==> config.mk <==
export PLATFORM = sky130hd
export DESIGN_NAME = inv_share_arb
export DESIGN_NICKNAME = d
export VERILOG_FILES = /design/src/rtl/inv_share_arb_pkg.sv /design/src/rtl/inv_converter_16.sv /design/src/rtl/inv_share_arb.sv
export SDC_FILE = /design/constraint.sdc
export NUM_CORES = 1
export LEC_CHECK = 0
export CORE_ASPECT_RATIO = 1.2
export CORE_MARGIN = 2
export CORE_UTILIZATION = 42
export CTS_CLUSTER_DIAMETER = 50
export DETAILED_ROUTE_END_ITERATION = 7
export PLACE_DENSITY = 0.87
export SKIP_LAST_GASP = 1
export SYNTH_ARGS = -nofsm -noshare
export SYNTH_HDL_FRONTEND = slang
export SYNTH_SLANG_ARGS = --single-unit
==> constraint.sdc <==
create_clock -name sys_clk -period 6.17 [get_ports sys_clk]
set_input_delay 0.617 -clock sys_clk [delete_from_list [all_inputs] [get_ports sys_clk]]
set_output_delay 0.617 -clock sys_clk [all_outputs]
set_load 0.02 [all_outputs]
==> src/rtl/inv_share_arb_pkg.sv <==
// rtl/inv_share_arb_pkg.sv - shared constants and helpers for the negation arbiter
package inv_share_arb_pkg;

   localparam int DATA_W = 16;
   localparam logic [DATA_W-1:0] NEG_OVF_VAL = 16'h8000;

   // Requester index width; a single requester still needs one bit.
   function automatic int id_width(input int n);
      int w;
      w = 0;
      while ((1 << w) < n) w++;
      return (w < 1) ? 1 : w;
   endfunction

endpackage

==> src/rtl/inv_converter_16.sv <==
// rtl/inv_converter_16.sv - 16-bit two's-complement negation datapath
module inv_converter_16 (
   input  logic [15:0] x,
   output logic [15:0] y
);

   assign y = ~x + 16'd1;

endmodule

==> src/rtl/inv_share_arb.sv <==
// rtl/inv_share_arb.sv - round-robin arbiter sharing one negator between requesters
module inv_share_arb
   import inv_share_arb_pkg::*;
#(
   parameter int NUM_REQ = 4,
   parameter int ID_W    = id_width(NUM_REQ)
) (
   input  logic                      sys_clk,
   input  logic                      sys_rst,
   input  logic [NUM_REQ-1:0]        req_valid_i,
   input  logic [DATA_W*NUM_REQ-1:0] req_data_i,
   output logic [NUM_REQ-1:0]        req_ready_o,
   output logic                      rsp_valid_o,
   output logic [DATA_W-1:0]         rsp_data_o,
   output logic [ID_W-1:0]           rsp_id_o,
   output logic                      rsp_ovf_o,
   input  logic                      rsp_ready_i
);

   logic [ID_W-1:0]   rr_ptr;
   logic [ID_W-1:0]   grant_idx;
   logic [ID_W-1:0]   scan_idx;
   logic              grant_valid;
   logic              can_accept;
   logic              accept;
   logic [DATA_W-1:0] operand;
   logic [DATA_W-1:0] negated;
   logic [ID_W-1:0]   ptr_next;

   // First valid request at or after rr_ptr, wrapping around.
   always_comb begin
      grant_valid = 1'b0;
      grant_idx   = '0;
      scan_idx    = '0;
      for (int i = 0; i < NUM_REQ; i++) begin
         scan_idx = ID_W'((int'(rr_ptr) + i) % NUM_REQ);
         if (!grant_valid && req_valid_i[scan_idx]) begin
            grant_valid = 1'b1;
            grant_idx   = scan_idx;
         end
      end
   end

   assign can_accept = ~rsp_valid_o | rsp_ready_i;
   assign accept     = grant_valid & can_accept & ~sys_rst;

   always_comb begin
      req_ready_o = '0;
      if (accept) req_ready_o[grant_idx] = 1'b1;
   end

   always_comb begin
      operand = '0;
      for (int i = 0; i < NUM_REQ; i++) begin
         if (grant_idx == ID_W'(i)) operand = req_data_i[i*DATA_W +: DATA_W];
      end
   end

   inv_converter_16 u_neg (
      .x (operand),
      .y (negated)
   );

   assign ptr_next = (grant_idx == ID_W'(NUM_REQ - 1)) ? '0 : grant_idx + ID_W'(1);

   always_ff @(posedge sys_clk) begin
      if (sys_rst) begin
         rsp_valid_o <= 1'b0;
         rsp_data_o  <= '0;
         rsp_id_o    <= '0;
         rsp_ovf_o   <= 1'b0;
         rr_ptr      <= '0;
      end else if (accept) begin
         rsp_valid_o <= 1'b1;
         rsp_data_o  <= negated;
         rsp_id_o    <= grant_idx;
         rsp_ovf_o   <= (operand == NEG_OVF_VAL);
         rr_ptr      <= ptr_next;
      end else if (rsp_ready_i) begin
         rsp_valid_o <= 1'b0;
      end
   end

endmodule

* Word level (Yosys, flattened, before mapping)
Cells that the tools add are included.
** Storage, ports and cells
- Register bits after elaboration :: 22
- Bits of input ports :: 71
- Output and inout port bits :: 24
- Word-level logic and storage cells :: 61
** Cells by class
- Add/sub/neg operators :: 5
- $lt $le $gt $ge :: 6
- Equality and inequality tests :: 4
- Multiplexer cells :: 26
- Bitwise gates (word level) :: 6
- Reduce and logical (&&, ||, !) cells :: 9
** Operators by type and width (number)
- $mux 16 :: 4
- $add 16x1->16 const B :: 1
- $eq 16x16->1 const B :: 1
- $not 16->16 :: 1
- $lt 2x3->1 const B :: 5
- $mux 1 :: 11
- $mux 2 :: 5
- $bmux 1 s2 :: 4
- $add 2x1->2 const B :: 2
- $add 2x2->2 const B :: 2
- $eq 2x2->1 const B :: 2
- $logic_and 1x1->1 :: 4
- $mux 4 :: 1
- $logic_not 1->1 :: 3
- $and 1x1->1 :: 2
- $demux 1 s2 :: 1
- $eq 2x1->1 const B :: 1
- $ge 2x1->1 const B :: 1
- $logic_not 2->1 :: 1
- $not 1->1 :: 2
- $reduce_bool 2->1 :: 1
- $or 1x1->1 :: 1

* Longest topological paths before layout
Gate-level depths: netlist (run 1).
- Depth in word-level cells :: 19
- Gate-level depth with buffers :: 16
- Mapped depth without buffers :: 14

* By module
From an unflattened synthesis (run 1), not the netlist that was laid out.
** Second synthesis, totals
- Cells, all modules :: 233
- Area, all modules :: 1823.0 um^2
** Modules (own cells, without submodules)
- inv_share_arb :: times used 1, cells an instance 196, area an instance 1527.7 um^2, sequential area each 440.4 um^2
- inv_converter_16 :: times used 1, cells an instance 37, area an instance 295.3 um^2, sequential area each 0.0 um^2

* Worst setup path after synthesis (run 1)
OpenSTA, ideal clock, no wires.
- Path kind :: input port to flip-flop
- Start point :: input req_valid_i[3]
- End point :: register rsp_data_o[11]
- Library setup time :: 0.062 ns
- Arrival time :: 3.620 ns
- Required time :: 6.108 ns
- Slack :: 2.488 ns
- Cell stages on the path :: 12
- Buffers on the path :: 1
- Cell sequence :: inv_1 > and3_1 > nor4_1 > inv_1 > ha_1 > or2_1 > clkbuf_1 > a221o_1 > a222oi_1 > nand4_1 > or4_1 > nand3_1
** Between the ends
- Longest elaborated chain between the ends :: 19
- Elaborated cells between the ends (all ways) :: 34
- Those cells by class :: add/sub (1); eq/ne (3); mux (20); bitwise (3); reduce/logical (7)
** RTL lines
- start, declared :: RTL line inv_share_arb.sv:10 : input logic [NUM_REQ-1:0] req_valid_i,
- $bmux 1 s2 :: RTL line inv_share_arb.sv:37 : if (!grant_valid && req_valid_i[scan_idx]) begin
- $mux 1 (implied by the code) :: RTL line inv_share_arb.sv:37
- $mux 1 :: RTL line inv_share_arb.sv:37
- $logic_not 1->1 :: RTL line inv_share_arb.sv:37
- $logic_and 1x1->1 :: RTL line inv_share_arb.sv:37
- $mux 1 :: RTL line inv_share_arb.sv:37
- $logic_not 1->1 :: RTL line inv_share_arb.sv:37
- $logic_and 1x1->1 :: RTL line inv_share_arb.sv:37
- [... 2 more ...]
- $logic_and 1x1->1 :: RTL line inv_share_arb.sv:37
- $mux 2 (*) :: RTL line inv_share_arb.sv:37
- via grant_idx[0] :: RTL line inv_share_arb.sv:21 : logic [ID_W-1:0] grant_idx;
- $logic_not 2->1 :: RTL line inv_share_arb.sv:55 : if (grant_idx == ID_W'(i)) operand = req_data_i[i*DATA_W +: DATA_W];
- $mux 16 (3 in series) :: RTL line inv_share_arb.sv:55
- $mux 16 (*) :: RTL line inv_share_arb.sv:55
- $not 16->16 (*) :: RTL line inv_converter_16.sv:7 : assign y = ~x + 16'd1;
- $add 16x1->16 (*) :: RTL line inv_converter_16.sv:7
- end signal, assigned :: RTL line inv_share_arb.sv:75 : rsp_data_o <= negated;
- end, declared :: RTL line inv_share_arb.sv:14 : output logic [DATA_W-1:0] rsp_data_o,
The timed path passes the listed nets; every way through them passes the cells marked *. The select of a mux whose other input is x is not followed.
A chain may end at the register's enable or synchronous reset.

* Final worst setup path (run 1)
- Start point :: input req_valid_i[3]
- End point :: register rsp_ovf_o
** Between the ends
- Longest elaborated chain between the ends :: 18
- Elaborated cells between the ends (all ways) :: 33
- Those cells by class :: eq/ne (4); mux (20); bitwise (2); reduce/logical (7)
** RTL lines
- $bmux 1 s2 :: RTL line inv_share_arb.sv:37
- $mux 1 (implied by the code) :: RTL line inv_share_arb.sv:37
- $mux 1 :: RTL line inv_share_arb.sv:37
- $logic_not 1->1 :: RTL line inv_share_arb.sv:37
- $logic_and 1x1->1 :: RTL line inv_share_arb.sv:37
- $mux 1 :: RTL line inv_share_arb.sv:37
- $logic_not 1->1 :: RTL line inv_share_arb.sv:37
- $logic_and 1x1->1 :: RTL line inv_share_arb.sv:37
- $mux 1 :: RTL line inv_share_arb.sv:37
- $logic_not 1->1 :: RTL line inv_share_arb.sv:37
- $logic_and 1x1->1 :: RTL line inv_share_arb.sv:37
- $mux 2 (*) :: RTL line inv_share_arb.sv:37
- via grant_idx[0] :: RTL line inv_share_arb.sv:21
- $logic_not 2->1 :: RTL line inv_share_arb.sv:55
- $mux 16 (3 in series) :: RTL line inv_share_arb.sv:55
- $mux 16 (*) :: RTL line inv_share_arb.sv:55
- $eq 16x16->1 (*) :: RTL line inv_share_arb.sv:77 : rsp_ovf_o <= (operand == NEG_OVF_VAL);
- end signal, assigned :: RTL line inv_share_arb.sv:77
- end, declared :: RTL line inv_share_arb.sv:16 : output logic rsp_ovf_o,
Marked as above.

==> impl_summary.log, run 1 <==
[metrics] status: finished, final reports clean
[metrics] commonest register cell after synthesis: sky130_fd_sc_hd__dfxtp_1
[metrics] antenna diode count: 0
[metrics] Synth Area per Inst: 7.49 µm²
[metrics] start of the worst register-to-register path: rr_ptr[1]
[metrics] overall global routing resource usage: 26.4%
[metrics] clk root buf: sky130_fd_sc_hd__clkbuf_8
[metrics] Setup Buffers After CTS: 0
[metrics] Slew @ Worst Pin: 1.05 ns
[metrics] wire length of the first global-routing pass: 9090 µm
[metrics] hold violation total from the final report: 0
[metrics] combinational power share: 59.4%
[metrics] maximum count of clock buffers along a single path: 2
[metrics] share of final-layout standard cells stronger than drive strength 1: 3.24%
[metrics] required time worst endpoint: 6.36 ns
[metrics] pin count of the biggest net entering global routing: 23
[metrics] ANT nets after route: 0
[metrics] r2r setup slk: 1.59 ns
[metrics] Highest Clock Rate: 201 MHz
[metrics] First-pass DRT Iterations: 6
[metrics] worst hold path depth: 2
[metrics] hold path endpoint: rsp_data_o[1]
[metrics] Placement Rows: 25
[metrics] unrepaired setup endpoints after global routing: false
[metrics] most common library cell in the layout ignoring fill and taps: sky130_fd_sc_hd__clkdlybuf4s50_1
[metrics] Total Neg Setup Slack: 0 ns
[metrics] initial antenna violation count: 0
[metrics] static leakage: 1.00 nW
[metrics] clock input transition at the sequential cells of the worst setup and hold paths: 0.09 ns
[metrics] Setup violations, final: 0
[metrics] detailed-route wire length per cell: 16.8 µm
[metrics] worst setup skew after layout: 0.00168 ns
[metrics] Max Slew Vio Count: 0
[metrics] relative contribution of the clock network to total power: 14.4%
[metrics] Boundary Pins: 95
[metrics] class of the most critical setup path: in2reg
[metrics] mean number of vias per cell: 6.01
[metrics] depth of the worst register-to-register path: 10
[metrics] hold path start: rsp_data_o[1]
[metrics] largest voltage drop on the vdd net: 0.209 mV
[metrics] vias in the first global route: 2055
[metrics] Yosys warning count: 0
[metrics] core box area: 3910 µm²
[metrics] remaining global-route overflow: 0
[metrics] Pwr Density: 276 nW/µm²
[metrics] die span in y: 73.5 µm
[metrics] post-CTS sizing: 0
[metrics] commonest cells after routing, fill and taps aside: 94 x sky130_fd_sc_hd__clkdlybuf4s50_1, 27 x sky130_fd_sc_hd__nand2_1, 22 x sky130_fd_sc_hd__dfxtp_1
[metrics] Synth cell types: 50
[metrics] Slew Limit Headroom: 29.9%
[metrics] EDFF count, synth: 0
[metrics] Layout Area Growth over Synthesis: 59.3%
[metrics] DRC marker count from the first detailed-route iteration: 141
[metrics] Arrival @ worst endpoint: 5.17 ns
[metrics] max-capacitance violation count: 0
[metrics] hold buffers post-CTS: 0
[metrics] routability cong.: 0.868
[metrics] Die Footprint: 4550 µm²
[metrics] Period minus WS final: 4.98 ns
[metrics] critical path peak fanout: 21
[metrics] Starting Density: 43.3%
[metrics] TritonCTS sink count: 22
[metrics] Post-Syn Area: 1690 µm²
[metrics] Pint: 439 µW
[metrics] number of nets in the layout: 386
[metrics] Switching Power: 305 µW
[metrics] Port Buffer Count: 94
[metrics] count of unresolved DRC violations after routing: 0
[metrics] TritonCTS buffer count: 3
[metrics] Final Routed Wirelength: 6110 µm
[metrics] Seq/Total Area, Yosys: 26.0%
[metrics] share of synthesized flip-flops with an asynchronous set or reset: 0%
[metrics] class of the worst hold path: reg2reg
[metrics] count of state elements after synthesis: 22
[metrics] share of the core filled with cells in the final layout: 68.9%
[metrics] startpoint kind of the worst setup timing path: input pin
[metrics] horizontal extent of the die: 61.9 µm
[metrics] power share of the sequential group: 26.2%
[metrics] H-Tree Depth: 1
[metrics] endpoint of the worst register-to-register path: rsp_ovf_o
[metrics] vias after detailed routing: 2182
[metrics] later-pin clock latency in the skew report: 0.26 ns
[metrics] number of instances in the synthesized netlist: 226
[metrics] Critical Path Sink Type: flip-flop
[metrics] share of total power consumed by net switching: 41.0%
[metrics] final cycle utilization of the critical path: 80.7%
[metrics] Post-Syn Nets: 302
[metrics] CTS tree: yes
[metrics] total half-perimeter wirelength after legalization and detailed placement: 4600 µm
==> layout make-up <==
type / count / area (µm²)
Fill cell: 343 / 1210
Inverter: 9 / 33.8
Tap cell: 54 / 67.6
Timing Repair Buffer: 94 / 941
Sequential cell: 22 / 440
Clock buffer: 4 / 55.1
Multi-Input combinational cell: 180 / 1160
==> how the worst max path moves through the flow <==
stage	cells past startpoint	startpoint	to
finish	11	req_valid_i[3]	rsp_ovf_o
global route	11	req_valid_i[3]	rsp_data_o[11]
CTS	11	req_valid_i[3]	rsp_ovf_o
detailed placement	11	req_valid_i[3]	rsp_ovf_o
global placement	11	req_valid_i[3]	rsp_data_o[11]
floorplan	12	req_valid_i[3]	rsp_data_o[11]
==> layer usage <==
metal | track usage, % | vias to the layer above | wire length, µm
met2 | 47.5 | 144 | 3130
met5 | 0 | - | 0
met4 | 9.69 | 0 | 131
met3 | 2.99 | 16 | 520
li1 | - | 1037 | -
met1 | 31.2 | 985 | 2330
==> stage by stage <==
step / std cells / worst slack [ns] / hold WS [ns] / cell area, µm² / power [mW]
final: 363 / 1.19 / 0.460 / 2700 / 0.745
after CTS: 363 / 1.32 / 0.464 / 2700 / 0.741
after detailed placement: 359 / 1.03 / 0.452 / 2640 / 0.634
after floorplan: 226 / 2.49 / 0.495 / 1690 / 0.472
after global placement: 359 / 1.30 / 0.440 / 2640 / 0.622
after global routing: 363 / 0.880 / 0.483 / 2700 / 0.789
==> critical path: stages <==
cell	delay [ns]
sky130_fd_sc_hd__clkdlybuf4s50_1	0.50
sky130_fd_sc_hd__inv_1	0.08
sky130_fd_sc_hd__and3_1	0.19
sky130_fd_sc_hd__nor4_1	0.51
sky130_fd_sc_hd__ha_1	0.72
sky130_fd_sc_hd__nor2b_1	0.42
sky130_fd_sc_hd__a221o_1	0.39
sky130_fd_sc_hd__a222oi_1	0.70
sky130_fd_sc_hd__nand4_1	0.40
sky130_fd_sc_hd__or4_1	0.49
sky130_fd_sc_hd__a21oi_1	0.15
==> power groups by stage <==
stage / clock network (mW) / logic [mW] / registers [mW]
4_1_cts: 0.108 / 0.439 / 0.194
5_1_grt: 0.116 / 0.476 / 0.197
3_3_place_gp: 0 / 0.426 / 0.196
2_1_floorplan: 0 / 0.240 / 0.231
3_5_place_dp: 0 / 0.437 / 0.197
6_report: 0.107 / 0.442 / 0.195
==> registers in the layout, indices dropped and copies added, names as in the netlist <==
| register | cells |
|---|---|
| rsp_id_o | 2 |
| rsp_data_o | 16 |
| rr_ptr | 2 |
| rsp_ovf_o | 1 |
| rsp_valid_o | 1 |
==> kinds of logic after synthesis <==
| logic type | share of synthesized area (%) |
|---|---|
| and+or+nand+nor | 29.1 |
| DFF | 26.0 |
| buffers and inverters | 5.55 |
| adders and majority gates | 3.70 |
| AOI/OAI and AO/OA | 32.4 |
| muxes | 0.592 |
| xor gates and xnor gates | 2.59 |
==> synth_stat cells (all sizes together) (4+ instances only) <==
cell type,n,share of area (%)
dfxtp,22,26
nand4,4,1.5
a21oi,16,4.7
a221o,9,5.3
nand2,27,6.0
and3,4,1.5
ha,5,3.7
clkbuf,11,2.4
buf,4,1.1
or4,5,2.2
o22ai,4,1.5
a221oi,5,2.6
nand3,18,5.3
nor2,12,2.7
inv,9,2.0
o22a,7,3.6
o21ai,9,2.7
(Power assumes the default switching activity.)
==> run 2: changes to the inputs <==
- CORE_UTILIZATION: 42 -> 35
- PLACE_DENSITY: 0.87 -> 0.77
- clock period: 6.17 -> 4.56 ns (I/O delays scaled with it)
==> run 2 against run 1 <==
Compared with the run above: global-route usage down 3.5 points; combinational power grew 37%; register-to-register slack worse by 0.92 ns; non-clock buffer count up 5; clock power rose by 36%; core utilization decreased by 9.7 points; critical endpoint unchanged; largest cell class unchanged; highest routed layer unchanged.
==> impl_summary.log, run 2 (same netlist as run 1, synthesis figures left out) <==
[metrics] status: finished, final reports clean
[metrics] Placement Rows: 27
[metrics] share of final-layout standard cells stronger than drive strength 1: 5.10%
[metrics] total half-perimeter wirelength after legalization and detailed placement: 4630 µm
[metrics] H-Tree Depth: 1
[metrics] Critical Path Sink Type: flip-flop
[metrics] Slew @ Worst Pin: 0.569 ns
[metrics] horizontal extent of the die: 67.5 µm
[metrics] final cycle utilization of the critical path: 90.5%
[metrics] Starting Density: 36.6%
[metrics] register with the highest flop count: rsp_data_o
[metrics] overall global routing resource usage: 22.9%
[metrics] Pint: 606 µW
[metrics] post-CTS sizing: 0
[metrics] pin count of the biggest net entering global routing: 17
[metrics] Switching Power: 408 µW
[metrics] Period minus WS final: 4.13 ns
[metrics] class of the most critical setup path: in2reg
[metrics] vias after detailed routing: 2156
[metrics] startpoint kind of the worst setup timing path: input pin
[metrics] Max Slew Vio Count: 0
[metrics] largest registers: rsp_data_o x16, rr_ptr x2, rsp_id_o x2
[metrics] unrepaired setup endpoints after global routing: false
[metrics] static leakage: 1.03 nW
[metrics] uppermost metal layer occupied by signal nets: met4
[metrics] antenna diode count: 0
[metrics] worst setup skew after layout: 0.00602 ns
[metrics] Slew Limit Headroom: 62.0%
[metrics] later-pin clock latency in the skew report: 0.27 ns
[metrics] DRC marker count from the first detailed-route iteration: 173
[metrics] relative contribution of the clock network to total power: 14.4%
[metrics] share of the core filled with cells in the final layout: 59.2%
[metrics] TritonCTS sink count: 22
[metrics] Total Neg Setup Slack: 0 ns
[metrics] vias in the first global route: 2069
[metrics] TritonCTS buffer count: 3
[metrics] largest voltage drop on the vdd net: 0.179 mV
[metrics] critical path peak fanout: 14
[metrics] Highest Clock Rate: 242 MHz
[metrics] count of unresolved DRC violations after routing: 0
[metrics] number of nets in the layout: 391
[metrics] most common library cell in the layout ignoring fill and taps: sky130_fd_sc_hd__clkdlybuf4s50_1
[metrics] First-pass DRT Iterations: 4
[metrics] combinational power share: 59.7%
[metrics] class of the worst hold path: reg2reg
[metrics] remaining global-route overflow: 0
[metrics] detailed route wirelength on metal2: 2870 µm
[metrics] share of total power consumed by net switching: 40.2%
[metrics] hold buffers post-CTS: 0
[metrics] Layout Area Growth over Synthesis: 62.0%
[metrics] Setup violations, final: 0
[metrics] clk root buf: sky130_fd_sc_hd__clkbuf_8
[metrics] Setup Buffers After CTS: 0
[metrics] clock input transition at the sequential cells of the worst setup and hold paths: 0.09 ns
[metrics] Largest register FFs: 16
[metrics] power share of the sequential group: 25.8%
[metrics] ANT nets after route: 0
[metrics] hold violation total from the final report: 0
[metrics] die span in y: 80.2 µm
[metrics] Arrival @ worst endpoint: 4.33 ns
[metrics] initial antenna violation count: 0
[metrics] worst-case setup slack after placement: 0.212 ns
[metrics] sum of routed wire segments on met1: 2540 µm
[metrics] max-capacitance violation count: 0
[metrics] Boundary Pins: 95
[metrics] core box area: 4630 µm²
[metrics] Pwr Density: 370 nW/µm²
[metrics] CTS tree: yes
[metrics] Met3 Wirelength: 470 µm
[metrics] Final Routed Wirelength: 6040 µm
[metrics] mean number of vias per cell: 5.80
[metrics] wire length of the first global-routing pass: 9630 µm
[metrics] Port Buffer Count: 94
[metrics] detailed-route wire length per cell: 16.2 µm
[metrics] required time worst endpoint: 4.76 ns
[metrics] routability cong.: 0.945
[metrics] commonest cells after routing, fill and taps aside: 94 x sky130_fd_sc_hd__clkdlybuf4s50_1, 27 x sky130_fd_sc_hd__nand2_1, 22 x sky130_fd_sc_hd__dfxtp_1
[metrics] Die Footprint: 5410 µm²
[metrics] worst setup slack after layout: 0.431 ns
[metrics] maximum count of clock buffers along a single path: 2
==> run 2: worst max-delay path, cell delays in order <==
cell                              delay [ns]
sky130_fd_sc_hd__clkdlybuf4s50_1        0.49
sky130_fd_sc_hd__inv_1                  0.07
sky130_fd_sc_hd__and3_1                 0.19
sky130_fd_sc_hd__nor4_1                 0.49
sky130_fd_sc_hd__inv_1                  0.13
sky130_fd_sc_hd__ha_1                   0.23
sky130_fd_sc_hd__or2_1                  0.40
sky130_fd_sc_hd__a221oi_1               0.35
sky130_fd_sc_hd__or2_2                  0.18
sky130_fd_sc_hd__ha_1                   0.17
sky130_fd_sc_hd__o21a_1                 0.23
sky130_fd_sc_hd__nand4_1                0.27
sky130_fd_sc_hd__or4_1                  0.49
sky130_fd_sc_hd__a21oi_1                0.15
==> run 2: area by class of cell <==
cell class	instances	area, µm²
fillers	432	1890
repair buffers	99	978
clock buffers	4	55.1
inverters	9	33.8
flip-flops and latches	22	440
multi-input cells	180	1160
well taps	58	72.6
==> run 2: power groups by stage <==
stage / clock network (mW) / registers, mW / logic, mW
final: 0.146 / 0.262 / 0.605
after global routing: 0.153 / 0.267 / 0.663
after CTS: 0.148 / 0.262 / 0.602
after detailed placement: 0 / 0.267 / 0.598
after global placement: 0 / 0.265 / 0.593
after floorplan: 0 / 0.313 / 0.325
==> run 2: final timing paths <==
check | startpoint | endpoint | slack, ns | cells past startpoint
setup / recovery | req_valid_i[3] | rsp_ovf_o | 0.43 | 14
hold / removal | rsp_data_o[3] | rsp_data_o[3] | 0.46 | 2
setup reg to reg | rr_ptr[1] | rsp_ovf_o | 0.67 | 13
hold reg to reg | rsp_data_o[3] | rsp_data_o[3] | 0.46 | 2
==> run 2: per-layer routing <==
metal	global-route usage [%]	vias to the layer above
li1	-	1044
met1	29.6	998
met2	37.2	98
met3	3.92	16
met4	9.18	0
met5	0	-
==> run 2: through the flow <==
stage                     hold slack, ns  std cells  instance area [µm²]  total power, mW
after floorplan                    0.495        226                 1690            0.638
after global placement             0.444        368                 2680            0.858
after detailed placement           0.447        368                 2680            0.865
after CTS                          0.459        372                 2740             1.01
after global routing               0.502        372                 2740             1.08
final                              0.458        372                 2740             1.01
